===== src/rtl/instr_encoder_loader.sv =====
// instr_encoder_loader: encodes op requests into 32-bit words, buffers them and streams them to instruction memory.
// Optional ILLEGAL_TRAP_EN: illegal op ids are dropped and flagged instead of being encoded as addp.
module instr_encoder_loader #(
    parameter int DEPTH  = 4,
    parameter int ADDR_W = 10
) (
    input  logic                       clk,
    input  logic                       rst,
    input  logic                       req_valid,
    output logic                       req_ready,
    input  logic [4:0]                 req_op,
    input  logic [3:0]                 req_rd,
    input  logic [3:0]                 req_rs1,
    input  logic [3:0]                 req_rs2,
    input  logic [14:0]                req_imm,
    input  logic                       base_load,
    input  logic [ADDR_W-1:0]          base_addr,
    input  logic                       mem_ready,
    output logic                       mem_we,
    output logic [ADDR_W-1:0]          mem_addr,
    output logic [31:0]                mem_wdata,
    output logic [15:0]                wr_count,
    output logic [$clog2(DEPTH):0]     fifo_level,
    output logic                       err_illegal
);
    localparam int PW = $clog2(DEPTH);
    localparam int LW = PW + 1;

    logic [2:0]        opc;
    logic [1:0]        f2;
    logic              illegal, jump, drop, acc, push, pop;
    logic [3:0]        rd, rs1, rs2;
    logic [14:0]       imm;
    logic [31:0]       word;
    logic [31:0]       fifo_q [DEPTH];
    logic [31:0]       fifo_d [DEPTH];
    logic [PW-1:0]     wp_q, wp_d, rp_q, rp_d;
    logic [LW-1:0]     cnt_q, cnt_d;
    logic [ADDR_W-1:0] ptr_q, ptr_d;
    logic [15:0]       wc_q, wc_d;
    logic              err_q, err_d;

    always_comb begin
        illegal = 1'b0;
        opc     = 3'b000;
        f2      = 2'b00;
        case (req_op)
            5'd0, 5'd1, 5'd2, 5'd3: f2 = req_op[1:0];
            5'd4, 5'd5, 5'd6: begin opc = 3'b001; f2 = req_op[1:0]; end
            5'd7:  opc = 3'b010;
            5'd8:  begin opc = 3'b010; f2 = 2'b01; end
            5'd9:  begin opc = 3'b010; f2 = 2'b10; end
            5'd10: opc = 3'b011;
            5'd11: begin opc = 3'b011; f2 = 2'b01; end
            5'd12: opc = 3'b100;
            5'd13: begin opc = 3'b100; f2 = 2'b01; end
            5'd14: opc = 3'b101;
            5'd15: begin opc = 3'b101; f2 = 2'b01; end
            5'd16: begin opc = 3'b101; f2 = 2'b10; end
            default: illegal = 1'b1;
        endcase
        // Illegal ids fall through as addp with every field passed unmasked
        jump = (opc == 3'b101) && (f2 == 2'b10);
        imm  = (!illegal && opc[2:1] == 2'b00) ? 15'd0 : req_imm;
        rs2  = (opc[2:1] == 2'b01 || jump) ? 4'd0 : req_rs2;
        rs1  = jump ? 4'd0 : req_rs1;
        rd   = (opc == 3'b100 || opc == 3'b101) ? 4'd0 : req_rd;
        word = {imm, rs2, rs1, rd, f2, opc};
    end

`ifdef ILLEGAL_TRAP_EN
    assign drop = illegal;
`else
    assign drop = 1'b0;
`endif

    assign req_ready   = cnt_q != LW'(DEPTH);
    assign mem_we      = cnt_q != '0;
    assign mem_addr    = ptr_q;
    assign mem_wdata   = mem_we ? fifo_q[rp_q] : 32'd0;
    assign wr_count    = wc_q;
    assign fifo_level  = cnt_q;
    assign err_illegal = err_q;
    assign acc         = req_valid && req_ready;
    assign push        = acc && !drop;
    assign pop         = mem_we && mem_ready;

    always_comb begin
        fifo_d = fifo_q;
        if (push) fifo_d[wp_q] = word;
        wp_d  = push ? wp_q + 1'b1 : wp_q;
        rp_d  = pop ? rp_q + 1'b1 : rp_q;
        cnt_d = cnt_q + LW'(push) - LW'(pop);
        // A load overrides the increment; a write retiring this cycle already used the old address
        ptr_d = base_load ? base_addr : ptr_q + ADDR_W'(pop);
        wc_d  = base_load ? 16'd0 : (pop && wc_q != 16'hFFFF) ? wc_q + 16'd1 : wc_q;
        err_d = err_q || (acc && drop);
    end

    always_ff @(posedge clk) fifo_q <= fifo_d;

    always_ff @(posedge clk or posedge rst) begin
        if (rst) begin
            wp_q  <= '0;
            rp_q  <= '0;
            cnt_q <= '0;
            ptr_q <= '0;
            wc_q  <= '0;
            err_q <= 1'b0;
        end else begin
            wp_q  <= wp_d;
            rp_q  <= rp_d;
            cnt_q <= cnt_d;
            ptr_q <= ptr_d;
            wc_q  <= wc_d;
            err_q <= err_d;
        end
    end
endmodule


===== config.mk =====
export PLATFORM = sky130hd
export DESIGN_NAME = instr_encoder_loader
export DESIGN_NICKNAME = d
export VERILOG_FILES = /design/src/rtl/instr_encoder_loader.sv
export SDC_FILE = /design/constraint.sdc
export NUM_CORES = 1
export LEC_CHECK = 0
export ABC_AREA = 1
export BUFFER_PORTS_ARGS = -buffer_cell sky130_fd_sc_hd__buf_4
export CAP_MARGIN = 20
export CORE_MARGIN = 3
export CORE_UTILIZATION = 30
export DETAILED_ROUTE_END_ITERATION = 8
export HOLD_SLACK_MARGIN = 0.15
export PLACE_DENSITY = 0.59
export SETUP_SLACK_MARGIN = 0.02
export SLEW_MARGIN = 20
export SYNTH_ARGS = -nofsm -noshare
export SYNTH_HDL_FRONTEND = slang
export SYNTH_SLANG_ARGS = --single-unit

===== constraint.sdc =====
create_clock -name clk -period 2.3 [get_ports clk]
set_input_delay 0.345 -clock clk [delete_from_list [all_inputs] [get_ports clk]]
set_output_delay 0.345 -clock clk [all_outputs]
set_load 0.01 [all_outputs]

==> flow_metrics.env <==
export IMPL_min_from="req_imm[10]"
export IMPL_p_sw_w=0.00385
export IMPL_ios=111
export IMPL_post_cts_buffers=0
export IMPL_num_rows=56
export IMPL_gp_congestion=0.782
export IMPL_syn_area_um2=7230
export IMPL_yosys_area_share_xor_xnor_pct=1.33
export IMPL_comb_power_share_pct=37.3
export IMPL_clock_power_share_pct=25.9
export IMPL_cp_arrival_ps=1810
export IMPL_antenna_left=0
export IMPL_grt_util_all_layers_pct=13.7
export IMPL_status="complete, no violations"
export IMPL_drc=0
export IMPL_vdd_drop_max_mv=0.588
export IMPL_fp_dieH_um=161
export IMPL_r2r_slack_ps=360
export IMPL_drtIter0Drc=303
export IMPL_fp_dieW_um=161
export IMPL_yosysSeqAreaShare_pct=64.6
export IMPL_synth_top_cell_area_share_pct=53.2
export IMPL_clock_skew_ps=10.5
export IMPL_synth_top_family_by_area="simple AND/OR/NAND/NOR gates"
export IMPL_drtPass1Iterations=4
export IMPL_synth_avg_cell_area_um2=9.96
export IMPL_clock_sinks=161
export IMPL_worstRegToRegCells=11
export IMPL_syn_num_nets=783
export IMPL_final_max_slew_violation_count=0
export IMPL_synth_compound_area_share_pct=8.15
export IMPL_critPathMaxFanout=33
export IMPL_synthAdderAreaFrac_pct=1.83
export IMPL_path_cells="nor3_4 -> buf_6 -> a21oi_1 -> buf_4"
export IMPL_clkSlewWorstSetupHoldPaths_ps=70
export IMPL_antenna_found_initial=0
export IMPL_hpwl_um=10900
export IMPL_synth_simple_area_share_pct=18.8
export IMPL_numPortBuffers=109
export IMPL_power_share_sequential_pct=36.8
export IMPL_start_util_pct=30.7
export IMPL_core_um2=23500
export IMPL_first_global_vias=5271
export IMPL_holdPathStages=3
export IMPL_p_per_area_nw_per_um2=1160
export IMPL_final_common_cell="nor2_1"
export IMPL_drive_gt1_share_pct=20.7
export IMPL_grt_ovfl_total=0
export IMPL_reg2reg_to="mem_addr[8]$_DFF_PP0_"
export IMPL_sw_frac_of_total_pct=35.7
export IMPL_ys_warn_count=0
export IMPL_power_leakage_nw=3.85
export IMPL_min_path_type="in2reg"
export IMPL_grt_max_degree=36
export IMPL_r2r_start="fifo_level[1]$_DFF_PP0_"
export IMPL_vias_per_cell=4.47
export IMPL_fmax_mhz=465
export IMPL_die_area_um2=26000
export IMPL_hold_end="fifo_q[59]$_DFFE_PP_"
export IMPL_n_antenna_cell=0
export IMPL_cts_tree="done"
export IMPL_synthTopCellsByArea="edfxtp_1 (53%), dfrtp_1 (11%), nor2_1 (8.9%), nand2_1 (5.8%), o21ai_0 (5.2%)"
export IMPL_critPathLaunchType="flop"
export IMPL_whs_ps=241
export IMPL_internal_power_w=0.00692
export IMPL_cts_buffer_depth=2
export IMPL_power_w=0.0108
export IMPL_cp_required_ps=1960
export IMPL_finalSetupViolCount=0
export IMPL_wire_per_inst_um=14.5
export IMPL_critPathSlowestCell="dfrtp_1"
export IMPL_synthMuxAreaShare_pct=0
export IMPL_slowest_delay_ps=440
export IMPL_critPathTopFamily="buffers and inverters"
export IMPL_vias=5305
export IMPL_cp_num_buf_inv=2
export IMPL_cts_buffers=17
export IMPL_synth_cell_type_count=31
export IMPL_criticalPathCategory="reg2out"
export IMPL_clk_latency_ps=420
export IMPL_finalCritPeriodShare_pct=93.5
export IMPL_end_kind="output port"
export IMPL_yosys_area_top_type="edfxtp_1"
export IMPL_layoutNonFillerInstCount=1188
export IMPL_dp_cells=1145
export IMPL_nets=913
export IMPL_area_growth_pct=27.9
export IMPL_synth_seq_cells=161
export IMPL_drv_cap=0
export IMPL_finalCriticalPeriod_ps=2150
export IMPL_htree_levels=4
export IMPL_nFillCells=2355
export IMPL_grt_pass1_wl_um=27900
export IMPL_synthCells=726
export IMPL_mostFrequentLayoutCells="nor2_1 (167), edfxtp_1 (128), buf_4 (128)"
export IMPL_post_route_util_pct=39.3
export IMPL_drt_total_wl_um=17200
export IMPL_hold_viol_final=0
export IMPL_rsz0062_at_grt="true"
export IMPL_clockRootBuffer="clkbuf_16"
-- synth_stat cells --
cell type,n
a31oi_1,1
ha_1,9
nor2_2,2
dfrtp_1,33
o21bai_1,2
nand2_1,112
conb_1,1
o21ai_1,2
nor3_1,2
and2_1,1
clkbuf_1,22
buf_2,4
nand2_2,1
inv_2,3
nor2_1,171
or2_2,1
a21oi_1,35
nor3_4,1
fa_1,1
nand3_1,23
buf_6,1
xnor2_1,2
buf_1,3
inv_1,61
edfxtp_1,128
o211ai_1,1
xor2_1,9
nor2_4,3
buf_4,2
nand4_1,14
o21ai_0,75
-- registers in the layout, indices dropped and copies added (netlist names) --
name	cells
rp_q	2
wr_count	16
mem_addr	10
fifo_level	3
fifo_q	128
wp_q	2
-- tightest hold or removal path, stage by stage --
cell and delay [ps]:
buf_4 80, nand2_1 40, inv_1 80
-- worst max-delay path by stage --
| stage | from | end | depth (start not counted) |
|---|---|---|---|
| after floorplan | fifo_level[1]$_DFF_PP0_ | fifo_q[0]$_DFFE_PP_ | 4 |
| after global placement | fifo_level[2]$_DFF_PP0_ | fifo_level[1]$_DFF_PP0_ | 8 |
| after detailed placement | fifo_level[1]$_DFF_PP0_ | mem_addr[8]$_DFF_PP0_ | 11 |
| after CTS | rp_q[0]$_DFFE_PP0P_ | mem_wdata[26] | 5 |
| after global routing | rp_q[0]$_DFFE_PP0P_ | mem_wdata[29] | 6 |
| final | fifo_level[2]$_DFF_PP0_ | mem_wdata[29] | 4 |
-- cell type report --
type / count / area [um2] / share of cell area, %
clock buffer: 17 / 425 / 4.60
clock inverter: 15 / 173 / 1.87
inverter: 64 / 243 / 2.63
multi-input combinational: 469 / 2210 / 23.9
sequential: 161 / 4670 / 50.5
tap: 319 / 399 / 4.32
timing repair buffer: 143 / 1120 / 12.2
-- through the flow --
stage | area (um2) | setup WS (ps) | setup TNS, ps
floorplan | 7230 | -370 | -47330
global placement | 8520 | 423 | 0
detailed placement | 8520 | 347 | 0
CTS | 9230 | 32.3 | 0
global route | 9240 | 9.01 | 0
finish | 9240 | 150 | 0
-- power by group through the flow --
stage | Sequential, W | Combinational [W] | Clock (W)
final | 0.00396 | 0.00402 | 0.00279
after global routing | 0.00402 | 0.00450 | 0.00302
after CTS | 0.00396 | 0.00411 | 0.00288
after detailed placement | 0.00402 | 0.00407 | 0
after global placement | 0.00401 | 0.00405 | 0
after floorplan | 0.00403 | 0.00219 | 0
-- per-layer routing --
layer / up-vias / part of all wire, % / global-route usage, %
met1: 2501 / 45 / 17.7
met2: 107 / 49 / 22.9
li1: 2684 / - / -
met5: - / 0 / 0
met3: 13 / 5.2 / 3.72
met4: 0 / 0.96 / 3.79
-- cell families (layout without fill, tap and decap cells) --
group	count (synthesis)	count (layout)
buffers and inverters	96	239
AND/OR/NAND/NOR	331	331
AO/OA/AOI/OAI	116	116
XOR/XNOR	11	11
other	1	1
flip-flops	161	161
adder cells (fa/ha/maj)	10	10
-- what timing repair did --
item                                    4_1_cts  5_1_grt
hold buffers                                 11        0
resized for setup                             1        4
hold endpoints to repair                     43        0
endpoints found under the setup margin        9       18
Power figures use the tool's default switching activity.
